File: src/rtl/spi_reg_pkg.sv
// Shared types and register-map constants for the SPI register bank.
package spi_reg_pkg;

  typedef enum logic [1:0] {
    IDLE    = 2'd0,
    CMD     = 2'd1,
    WR_DATA = 2'd2,
    RD_DATA = 2'd3
  } state_e;

  localparam int CMD_WR_BIT   = 7;
  localparam int REG_ID       = 0;
  localparam int REG_FRAMES   = 1;
  localparam int FIRST_RW_REG = 2;

endpackage

File: src/rtl/spi_reg_file.sv
// Register storage with the read-only ID/frame-counter overlay and the read mux.
module spi_reg_file
  import spi_reg_pkg::*;
#(
  parameter int         NUM_REGS  = 8,
  parameter logic [7:0] DEVICE_ID = 8'hA5
) (
  input  logic                        clk,
  input  logic                        rst_n,
  input  logic                        we_i,
  input  logic [$clog2(NUM_REGS)-1:0] waddr_i,
  input  logic [7:0]                  wdata_i,
  input  logic                        frame_inc_i,
  input  logic [$clog2(NUM_REGS)-1:0] raddr_i,
  output logic [7:0]                  rdata_o,
  output logic [NUM_REGS*8-1:0]       regs_out_o
);

  localparam int AW = $clog2(NUM_REGS);

  logic [7:0] rw_q [NUM_REGS];
  logic [7:0] frame_q;

  always_ff @(posedge clk) begin
    if (!rst_n) begin
      for (int i = 0; i < NUM_REGS; i++) rw_q[i] <= '0;
      frame_q <= '0;
    end else begin
      if (we_i) rw_q[waddr_i] <= wdata_i;
      if (frame_inc_i) frame_q <= frame_q + 8'd1;
    end
  end

  always_comb begin
    rdata_o = rw_q[raddr_i];
    if (raddr_i == AW'(REG_ID)) begin
      rdata_o = DEVICE_ID;
    end else if (raddr_i == AW'(REG_FRAMES)) begin
      rdata_o = frame_q;
    end
  end

  for (genvar g = 0; g < NUM_REGS; g++) begin : g_out
    if (g == REG_ID) begin : g_id
      assign regs_out_o[8*g +: 8] = DEVICE_ID;
    end else if (g == REG_FRAMES) begin : g_frames
      assign regs_out_o[8*g +: 8] = frame_q;
    end else begin : g_rw
      assign regs_out_o[8*g +: 8] = rw_q[g];
    end
  end

endmodule

File: src/rtl/spi_reg_bank.sv
// Turns SPI frames (command byte + auto-incrementing data bytes) into register
// reads/writes and supplies the byte the slave shifts out on the next transfer.
module spi_reg_bank
  import spi_reg_pkg::*;
#(
  parameter int         NUM_REGS  = 8,
  parameter logic [7:0] DEVICE_ID = 8'hA5
) (
  input  logic                        clk,
  input  logic                        rst_n,
  input  logic                        cs_active,
  input  logic                        rx_valid,
  input  logic [7:0]                  rx_byte,
  output logic [7:0]                  tx_byte,
  output logic [NUM_REGS*8-1:0]       regs_out,
  output logic                        wr_pulse,
  output logic [$clog2(NUM_REGS)-1:0] wr_addr,
  output state_e                      state_dbg
);

  localparam int AW = $clog2(NUM_REGS);

  // A byte is consumed only when rx_valid and cs_active are both high in the
  // same cycle; there is no backpressure, every such byte is taken.
  state_e          state_q, state_d;
  logic [AW-1:0]   addr_q, addr_d, addr_inc, rd_addr;
  logic [7:0]      tx_q, tx_d, rd_data;
  logic            wr_pulse_q, wr_pulse_d, we, frame_inc;
  logic [AW-1:0]   wr_addr_q, wr_addr_d;

  assign addr_inc = addr_q + AW'(1);

  always_ff @(posedge clk) begin
    if (!rst_n) begin
      state_q    <= IDLE;
      addr_q     <= '0;
      tx_q       <= DEVICE_ID;
      wr_pulse_q <= 1'b0;
      wr_addr_q  <= '0;
    end else begin
      state_q    <= state_d;
      addr_q     <= addr_d;
      tx_q       <= tx_d;
      wr_pulse_q <= wr_pulse_d;
      wr_addr_q  <= wr_addr_d;
    end
  end

  always_comb begin
    state_d    = state_q;
    addr_d     = addr_q;
    tx_d       = tx_q;
    wr_pulse_d = 1'b0;
    wr_addr_d  = wr_addr_q;
    we         = 1'b0;
    frame_inc  = 1'b0;
    rd_addr    = addr_inc;
    if (state_q != IDLE && !cs_active) begin
      // Frame end; leaving CMD means no byte was processed, so it is not counted.
      state_d   = IDLE;
      addr_d    = '0;
      tx_d      = DEVICE_ID;
      frame_inc = (state_q != CMD);
    end else begin
      case (state_q)
        IDLE: begin
          addr_d = '0;
          tx_d   = DEVICE_ID;
          if (cs_active) state_d = CMD;
        end
        CMD: if (rx_valid) begin
          addr_d = rx_byte[AW-1:0];
          if (rx_byte[CMD_WR_BIT]) begin
            state_d = WR_DATA;
            tx_d    = rx_byte;
          end else begin
            state_d = RD_DATA;
            rd_addr = rx_byte[AW-1:0];
            tx_d    = rd_data;
          end
        end
        WR_DATA: if (rx_valid) begin
          if (addr_q >= AW'(FIRST_RW_REG)) begin
            we         = 1'b1;
            wr_pulse_d = 1'b1;
            wr_addr_d  = addr_q;
          end
          addr_d = addr_inc;
          tx_d   = rx_byte;
        end
        RD_DATA: if (rx_valid) begin
          addr_d = addr_inc;
          tx_d   = rd_data;
        end
        default: state_d = IDLE;
      endcase
    end
  end

  spi_reg_file #(
    .NUM_REGS  (NUM_REGS),
    .DEVICE_ID (DEVICE_ID)
  ) u_reg_file (
    .clk         (clk),
    .rst_n       (rst_n),
    .we_i        (we),
    .waddr_i     (addr_q),
    .wdata_i     (rx_byte),
    .frame_inc_i (frame_inc),
    .raddr_i     (rd_addr),
    .rdata_o     (rd_data),
    .regs_out_o  (regs_out)
  );

  assign tx_byte   = tx_q;
  assign wr_pulse  = wr_pulse_q;
  assign wr_addr   = wr_addr_q;
  assign state_dbg = state_q;

endmodule
File: config.mk
export PLATFORM = sky130hd
export DESIGN_NAME = spi_reg_bank
export DESIGN_NICKNAME = d
export VERILOG_FILES = /design/src/rtl/spi_reg_pkg.sv /design/src/rtl/spi_reg_file.sv /design/src/rtl/spi_reg_bank.sv
export SDC_FILE = /design/constraint.sdc
export NUM_CORES = 1
export LEC_CHECK = 0
export BUFFER_PORTS_ARGS = -buffer_cell sky130_fd_sc_hd__buf_2
export CAP_MARGIN = 20
export CORE_ASPECT_RATIO = 1.2
export CORE_MARGIN = 1.5
export CORE_UTILIZATION = 40
export CTS_BUF_LIST = sky130_fd_sc_hd__clkbuf_4 sky130_fd_sc_hd__clkbuf_8 sky130_fd_sc_hd__clkbuf_16
export CTS_CLUSTER_DIAMETER = 100
export DETAILED_ROUTE_END_ITERATION = 12
export PLACE_DENSITY = 0.75
export SYNTH_ARGS = -nofsm -noshare
export SYNTH_HDL_FRONTEND = slang
export SYNTH_SLANG_ARGS = --single-unit
File: constraint.sdc
create_clock -name clk -period 2.2 [get_ports clk]
set_input_delay 0 -clock clk [delete_from_list [all_inputs] [get_ports clk]]
set_output_delay 0 -clock clk [all_outputs]
set_load 0.02 [all_outputs]
==> results of run 1 <==
## Yosys cell counts (all sizes together) (8+ instances only)
library cell	n	area, µm²
edfxtp	48	1441
and2	44	275.3
nor2	30	115.1
dfxtp	25	500.5
a21oi	24	120.1
nand2	20	90.09
buf	18	138.9
o21ai	15	90.09
nand2b	13	88.83
nor3	13	65.06
inv	11	41.29
nor4	9	56.30
a31oi	8	50.05
## layer usage
layer | wire length, µm | GRT usage | part of all wire | vias to the layer above
met2 | 5473 | 0.3483 | 0.50 | 174
li1 | - | - | - | 1536
met1 | 4235 | 0.2667 | 0.39 | 1580
met3 | 813 | 0.04440 | 0.074 | 40
met4 | 455 | 0.1061 | 0.041 | 0
met5 | 0 | 0 | 0 | -
## critical path, cell delays in order (launching register included)
cell	delay (ns)
dfxtp_1	0.36
clkinv_1	0.10
ha_1	0.41
o21a_1	0.18
nor2_1	0.34
a21oi_1	0.12
o211a_1	0.14
nor4_1	0.34
## worst paths after layout
check | startpoint | endpoint | slack, ns | cells after the start
hold reg to reg | wr_addr[1]$_SDFFE_PN0P_ | wr_addr[1]$_SDFFE_PN0P_ | 0.47 | 2
setup / recovery | addr_q[0]$_SDFFE_PP0P_ | tx_byte[1]$_SDFFE_PP0P_ | 0.09 | 7
hold / removal | rx_byte[3] | u_reg_file.rw_q[5][3]$_SDFFCE_PN0P_ | 0.04 | 2
setup reg to reg | addr_q[0]$_SDFFE_PP0P_ | tx_byte[1]$_SDFFE_PP0P_ | 0.09 | 7
## area by class of cell
cell class | instances | area [µm²]
Timing Repair Buffer | 102 | 563.0
Clock buffer | 9 | 225.2
Clock inverter | 7 | 53.80
Sequential cell | 73 | 1942
Fill cell | 854 | 4735
Multi-Input combinational cell | 269 | 1798
Inverter | 12 | 45.04
Tap cell | 123 | 153.9
## flip-flops by register name (all words and copies together), names as in the netlist
signal and flops:
addr_q 3, state_dbg 2, tx_byte 8, u_reg_file.frame_q 8
u_reg_file.rw_q 48, wr_addr 3, wr_pulse 1
## repair_timing
action                                  CTS  global route
resized for setup                         0             1
hold buffers                              0             0
endpoints found under the setup margin    0             3
buffers inserted                          0             0
endpoints found under the hold margin     0             0
## kinds of logic after synthesis
logic type,after synthesis,synth area share
other cells,2,0.001913
xor+xnor,7,0.01753
simple gates,158,0.2333
flops,73,0.4946
mux,16,0.05800
fa+ha+maj,3,0.009561
compound gates,77,0.1316
buf+inv,37,0.05353
## per-stage QoR
step / hold WS (ns) / setup slack [ns] / area (µm²) / TNS [ns] / util
floorplan: 0.1838 / -0.01145 / 3949 / -0.1830 / -
global placement: 0.3768 / 0.1951 / 4501 / 0 / 0.4730
detailed placement: 0.3839 / 0.1087 / 4501 / 0 / 0.4730
CTS: 0.03267 / 0.04109 / 4780 / 0 / 0.5023
global route: 0.04247 / 0.003002 / 4781 / 0 / 0.5024
finish: 0.04402 / 0.09123 / 4781 / 0 / 0.5024
## power by group through the flow
stage	sequential, mW	clock, mW	combinational (mW)
final	1.53	1.37	0.376
after global routing	1.53	1.44	0.401
after CTS	1.53	1.38	0.372
after detailed placement	1.56	0	0.370
after global placement	1.56	0	0.362
after floorplan	1.60	0	0.209
==> metrics, run 1 <==
Finished Layout Cells 595; Top Ports 90; Area Growth Syn to Fin 21.77%; Worst-Margin Slew 0.5593 ns; clock group share of total power 0.418; H-tree Lvls 3; Distinct cells, synth 66; overall die width 93.44 µm; skew final 0.01124 ns; CTS tree yes; Worst Hold Class primary input to register; Synth Register Bits 73; Routed WL 10.98 mm; DR iter-0 viols 183; Synth Flop Type edfxtp_1; via count 3330; CTS sink count 73; layout cells sized above 1 0.3030; Synth Cell Area 0.003926 mm²; Final Hold Viols 0; Comb pwr share 0.115; final net count 482; Tot Pwr 3.274 mW; Leak 1.981 nW; Slew Viols, Final 0; crit path kind register to register; status complete, no violations; relative slew slack 0.6246; switching power 0.8827 mW; ant diodes 0; commonest non-fill, non-tap cell in the layout buf_2; largest net degree at the start of global routing 26; Worst-path clk slew 0.06 ns; final period utilization 0.9585; CP startpoint kind register; initial antenna violation count 0; DRC violation count after routing 0; Die ar. 0.01042 mm²; initial core utilization 0.4126; CP arrival 2.33 ns; Final Wtd Congestion 0.9525; Longest Clk Path Bufs 2; post-DR vias/cell 5.597; maximum fanout along the worst path 6; post-detail-place hpwl 8.410 mm; GRT Util Overall 0.2139; first-pass GRT wire length 16.68 mm; minimum clock period after layout 2.109 ns; row count 39; Max Cap Viol 0; switch share 0.2696; Post-synth EDFFs 48; Syn Inst Count 373; Worst EP required 2.42 ns; cell area power density 684.8 mW/mm²; port bufs 81; Placed Cells 579; grt ovf 0; core outline area 0.009515 mm²; DR WL/cell 18.45 µm; Yosys warning count 0; maximum vdd drop 444.6 µV; CP Capture Type register; Max Freq 0.4742 GHz; Post-DRT Antenna Nets 0; vias in the first global route 3122; clock root cell clkbuf_16; Chip Height 111.5 µm; final setup fails 0; TritonRoute pass-1 iters 5; P_int 2.391 mW; register area share after synthesis 0.4946; RSZ-0062 raised after global routing no; worst skew pair latency 0.34 ns; FFs w/ async S/R, synth 0; most frequent cells in the layout buf_2 (81), edfxtp_1 (48), and2_1 (44); Reg power frac 0.467; syn avg cell area 10.53 µm²; total CTS buffers 9
Power figures use the tool's default switching activity.
==> run 2, diff against run 1 <==
--- a/config.mk
+++ b/config.mk
@@ -13,6 +13,7 @@
 export CTS_BUF_LIST = sky130_fd_sc_hd__clkbuf_4 sky130_fd_sc_hd__clkbuf_8 sky130_fd_sc_hd__clkbuf_16
 export CTS_CLUSTER_DIAMETER = 100
 export DETAILED_ROUTE_END_ITERATION = 12
+export GPL_TIMING_DRIVEN = 0
 export PLACE_DENSITY = 0.75
 export SYNTH_ARGS = -nofsm -noshare
 export SYNTH_HDL_FRONTEND = slang
==> run 2 against run 1 <==
Net effect:
- via count rose by 1.8%
- combinational power rose by 10%
- clock power rose by 17%
- routed wire length rose by 3.9%
- non-clock buffer count rose by 11
- final cell count rose by 1.8%
- sequential power barely moved
- worst hold slack got worse by 0.014 ns
- fmax fell by 2.9%
- critical path depth rose by 1
- register-to-register slack got worse by 0.06 ns
- first-iteration DRC count rose by 70%
- largest power group is now clock
==> metrics, run 2 (synthesis results as in run 1) <==
status complete, no violations; Worst-path clk slew 0.06 ns (about the same); max reg flops 48 (unchanged); core outline area 0.009515 mm² (unchanged); most frequent cells in the layout buf_2 (85), edfxtp_1 (48), and2_1 (44); maximum vdd drop 406.5 µV (-8.6%); Min Hold Slack 0.03049 ns (-0.01353 ns); Routed WL 11.41 mm (+3.9%); Post-DRT Antenna Nets 0 (unchanged); Chip Height 111.5 µm (unchanged); Tot Pwr 3.541 mW (+8.2%); layout cells sized above 1 0.3437 (+0.04072); row count 39 (unchanged); Worst Hold Class primary input to register; switch share 0.2399 (-0.02969); final net count 493 (+2.3%); ant diodes 0 (unchanged); RSZ-0062 raised after global routing yes; reg2reg path depth 8 (+1); largest net degree at the start of global routing 13 (-50%); GRT Util Overall 0.2191 (+0.005205); Final Hold Viols 0 (unchanged); first-pass GRT wire length 16.86 mm (+1.1%); post-layout instance area 0.005039 mm² (+5.4%); Worst-Margin Slew 0.5905 ns (+0.03117 ns); Leak 2.045 nW (+3.2%); final setup fails 0 (unchanged); Post-Place Cell Area 0.004528 mm² (+0.61%); P_int 2.691 mW (+13%); CP Capture Type register; CP startpoint kind register; DR iter-0 viols 312 (+70%); Top Ports 90 (unchanged); crit path kind register to register; Worst EP required 2.42 ns (about the same); Die ar. 0.01042 mm² (unchanged); CTS sink count 73 (unchanged); CTS Hold Buffers Added 0 (unchanged); initial antenna violation count 0 (unchanged); Reg power frac 0.432 (-0.035); final period utilization 0.9870 (+0.02852); register with the most flip-flops u_reg_file.rw_q; Max Freq 0.4605 GHz (-2.9%); CP arrival 2.39 ns (+0.06 ns); hold path depth 2 (unchanged); initial core utilization 0.4126 (unchanged); Slew Viols, Final 0 (unchanged); post-DR vias/cell 5.594 (about the same); H-tree Lvls 3 (unchanged); Final Wtd Congestion 0.9306 (-2.3%); post-route core utilization 0.5295 (+0.02709); DRC violation count after routing 0 (unchanged); total CTS buffers 9 (unchanged); clock root cell clkbuf_16; Longest Clk Path Bufs 2 (unchanged); DR WL/cell 18.83 µm (+2.0%); port bufs 80 (-1.2%); cell area power density 702.8 mW/mm² (+2.6%); worst skew pair latency 0.34 ns (about the same); overall die width 93.44 µm (unchanged); Max Cap Viol 0 (unchanged); vias in the first global route 3152 (+0.96%); post-detail-place hpwl 8.426 mm (+0.20%); commonest non-fill, non-tap cell in the layout buf_2; TritonRoute pass-1 iters 6 (+1); skew final 0.005209 ns (-0.006031 ns); Area Growth Syn to Fin 28.33%; grt ovf 0 (unchanged); relative slew slack 0.6049 (-0.01974); CTS tree yes; Comb pwr share 0.117 (+0.002); maximum fanout along the worst path 10 (+4); clock group share of total power 0.451 (+0.033); switching power 0.8496 mW (-3.7%); via count 3390 (+1.8%); minimum clock period after layout 2.172 ns (+0.06274 ns)
==> run 2: cell types whose count changed in the layout (fill, tap and decap cells not counted), moves of 4 or more <==
cell      previous run  this run
buf_4               21        16
nor3_1              13         9
buf_2               81        85
buf_6                0         4
clkbuf_1             0         7
nand2b_1            12         8
==> run 2: repair_timing <==
action / 4_1_cts / 5_1_grt
buffers inserted: 3 / 1
setup endpoints to repair: 46 / 40
resized for setup: 17 / 19
pin swaps: 2 / 1
gates cloned: 0 / 0
==> run 2: power by group through the flow <==
stage               sequential (mW)  clock, mW  combinational, mW
CTS                            1.53       1.61              0.396
global route                   1.53       1.66              0.440
floorplan                      1.60          0              0.209
detailed placement             1.55          0              0.382
global placement               1.55          0              0.374
finish                         1.53       1.60              0.414
==> run 2: final timing paths <==
check / start / endpoint / slack (ns)
worst max-delay path: state_dbg[0]$_SDFFE_PP0P_ / tx_byte[4]$_SDFFE_PP0P_ / 0.03
worst min-delay path: rx_byte[3] / u_reg_file.rw_q[4][3]$_SDFFCE_PN0P_ / 0.03
worst max register to register: state_dbg[0]$_SDFFE_PP0P_ / tx_byte[4]$_SDFFE_PP0P_ / 0.03
worst min register to register: wr_addr[1]$_SDFFE_PN0P_ / wr_addr[1]$_SDFFE_PN0P_ / 0.47
==> run 2: cell type report <==
| cell class | instances | area (µm²) |
|---|---|---|
| inverter | 12 | 48.80 |
| multi-input combinational | 269 | 1941 |
| clock buffer | 11 | 252.7 |
| buffer | 25 | 165.2 |
| timing repair buffer | 88 | 455.4 |
| sequential | 73 | 1944 |
| clock inverter | 5 | 77.57 |
| fill | 872 | 4477 |
| tap | 123 | 153.9 |
==> run 2: layer usage <==
layer | up-vias | share of wire | track usage | wire (µm)
met3 | 37 | 0.069 | 0.03552 | 789
met4 | 0 | 0.040 | 0.1354 | 462
met1 | 1612 | 0.40 | 0.2692 | 4557
met5 | - | 0 | 0 | 0
met2 | 176 | 0.49 | 0.3556 | 5599
li1 | 1565 | - | - | -
==> run 2: through the flow <==
stage,worst slack (ns),setup TNS (ns),std cells
final,0.02850,0,606
after global routing,-0.03463,-0.4134,606
after CTS,0.001400,0,605
after detailed placement,-0.5956,-13.75,586
after global placement,-0.8852,-30.33,582
after floorplan,-0.01145,-0.1830,379
==> run 2: worst max-delay path, cell delays in order (launching register included) <==
cell,delay (ns)
dfxtp_2,0.36
buf_6,0.15
nand4b_4,0.15
buf_6,0.18
o21ai_2,0.28
nand2_8,0.14
mux4_2,0.49
nor3_1,0.23
nor4_1,0.07
==> run 3, diff against run 2 <==
--- a/config.mk
+++ b/config.mk
@@ -5,7 +5,7 @@
 export SDC_FILE = /design/constraint.sdc
 export NUM_CORES = 1
 export LEC_CHECK = 0
-export BUFFER_PORTS_ARGS = -buffer_cell sky130_fd_sc_hd__buf_2
+export BUFFER_PORTS_ARGS = -buffer_cell sky130_fd_sc_hd__buf_4
 export CAP_MARGIN = 20
 export CORE_ASPECT_RATIO = 1.2
 export CORE_MARGIN = 1.5
==> run 3 against run 2 <==
Net effect:
- cell area up 4.7%
- sequential power is essentially flat
- via count increased by 0.59%
- routed wire length is 0.36% lower
- flip-flop and latch count is the same
- non-clock buffer count grew 3
- worst setup slack better by 0.062 ns
- count of clock-buffer cells in the layout decreased by 2
- clock skew grew 0.0057 ns
- sequential share of layout area decreased by 1.7 points
- global-route usage increased by 0.45 points
- largest power group unchanged
==> metrics, run 3 (synthesis results as in run 1) <==
status complete, no violations; Top Ports 90 (unchanged); Leak 2.110 nW (+3.2%); register with the most flip-flops u_reg_file.rw_q; grt ovf 0 (unchanged); RSZ-0062 raised after global routing yes; largest net degree at the start of global routing 14 (+1); minimum clock period after layout 2.110 ns (-0.06160 ns); DRC violation count after routing 0 (unchanged); worst skew pair latency 0.34 ns (about the same); Chip Height 111.5 µm (unchanged); Longest Clk Path Bufs 2 (unchanged); max reg flops 48 (unchanged); Slew Viols, Final 0 (unchanged); final net count 496 (+0.61%); Final Hold Viols 0 (unchanged); Register Area 0.001946 mm² (about the same); Multi-input gate area 0.001952 mm² (+0.58%); H-tree Lvls 3 (unchanged); TritonRoute pass-1 iters 5 (-1); Placed Cells 586 (unchanged); crit path kind register to register; Worst EP required 2.43 ns (about the same); Fillers 845 (-3.1%); Finished Layout Cells 609 (+0.50%); ant diodes 0 (unchanged); GRT Util Overall 0.2235 (+0.004477); final setup fails 0 (unchanged); initial core utilization 0.4126 (unchanged); setup TNS 0 ns (unchanged); Post-DRT Antenna Nets 0 (unchanged); total CTS buffers 9 (unchanged); port bufs 80 (unchanged); Worst Hold Class primary input to register; core outline area 0.009515 mm² (unchanged); skew final 0.01093 ns (+0.005725 ns); post-DR vias/cell 5.599 (about the same); CP Capture Type register; CTS sink count 73 (unchanged); cell area power density 673.3 mW/mm² (-4.2%); Worst-Margin Slew 0.5371 ns (-0.05339 ns); post-detail-place hpwl 8.404 mm (-0.26%); relative slew slack 0.6392 (+0.03429); initial antenna violation count 0 (unchanged); CTS tree yes; Routed WL 11.37 mm (-0.36%); Max Cap Viol 0 (unchanged); overall die width 93.44 µm (unchanged); Die ar. 0.01042 mm² (unchanged); final period utilization 0.9590 (-0.02800); clock root cell clkbuf_16; most frequent cells in the layout buf_4 (94), edfxtp_1 (48), and2_1 (44); maximum vdd drop 393.2 µV (-3.3%); first-pass GRT wire length 17.45 mm (+3.5%); layout cells sized above 1 0.3395 (-0.004179); Final Wtd Congestion 0.8935 (-4.0%); DR iter-0 viols 383 (+23%); row count 39 (unchanged); maximum fanout along the worst path 10 (unchanged); CP startpoint kind register; Worst-path clk slew 0.06 ns (about the same); CP arrival 2.34 ns (-0.05 ns); Min Hold Slack 0.06420 ns (+0.03371 ns); Area Growth Syn to Fin 34.32%; via count 3410 (+0.59%); DR WL/cell 18.67 µm (-0.85%); commonest non-fill, non-tap cell in the layout buf_4; Max Freq 0.4740 GHz (+2.9%); vias in the first global route 3240 (+2.8%)
[run 3: critical path: stages (launching register included)]
cell	delay (ns)
dfxtp_2	0.35
buf_6	0.15
nand4b_4	0.14
buf_6	0.17
nand3b_4	0.17
nand2_4	0.17
mux4_1	0.60
nor3_1	0.17
nor4_1	0.06
[run 3: path summary, 6_finish.rpt]
kind,startpoint,end,slack [ns],depth (start not counted)
setup / recovery,state_dbg[0]$_SDFFE_PP0P_,tx_byte[4]$_SDFFE_PP0P_,0.09,8
hold / removal,cs_active,state_dbg[0]$_SDFFE_PP0P_,0.06,4
setup reg to reg,state_dbg[0]$_SDFFE_PP0P_,tx_byte[4]$_SDFFE_PP0P_,0.09,8
hold reg to reg,wr_addr[1]$_SDFFE_PN0P_,wr_addr[1]$_SDFFE_PN0P_,0.47,2
[run 3: stage by stage]
step	utilization	power, mW	worst slack [ns]	instance area (µm²)
finish	0.5542	3.551	0.09010	5274
global route	0.5542	3.658	-0.01476	5274
CTS	0.5464	3.544	0.05239	5199
detailed placement	0.4969	1.965	-0.7635	4728
global placement	0.4943	1.958	-0.8977	4703
floorplan	-	1.805	-0.01145	3949
[run 3: repair_timing]
item | in CTS | in global routing
gates resized for setup | 23 | 16
buffers inserted | 3 | 0
endpoints found under the setup margin | 63 | 24
hold buffers | 4 | 0
hold endpoints to repair | 15 | 0
pin swaps | 2 | 0
[run 3: report_power, final]
| group | internal (mW) | switching [mW] |
|---|---|---|
| Combinational | 0.173 | 0.271 |
| Sequential | 1.50 | 0.0339 |
| Clock | 0.992 | 0.584 |
[run 3: final cells by class]
type,count,share of cell area
clock inverters,7,0.01779
plain buffers,25,0.03203
multi-input cells,269,0.3701
clock buffers,9,0.04270
well taps,123,0.02918
flip-flops and latches,73,0.3689
repair buffers,91,0.1305
inverters,12,0.008778
[run 3: routing by layer]
| layer | vias to the layer above | global-route usage | routed length (µm) |
|---|---|---|---|
| met1 | 1616 | 0.2838 | 4477 |
| met5 | - | 0 | 0 |
| li1 | 1583 | - | - |
| met4 | 0 | 0.1354 | 481 |
| met2 | 174 | 0.3488 | 5561 |
| met3 | 37 | 0.04372 | 848 |
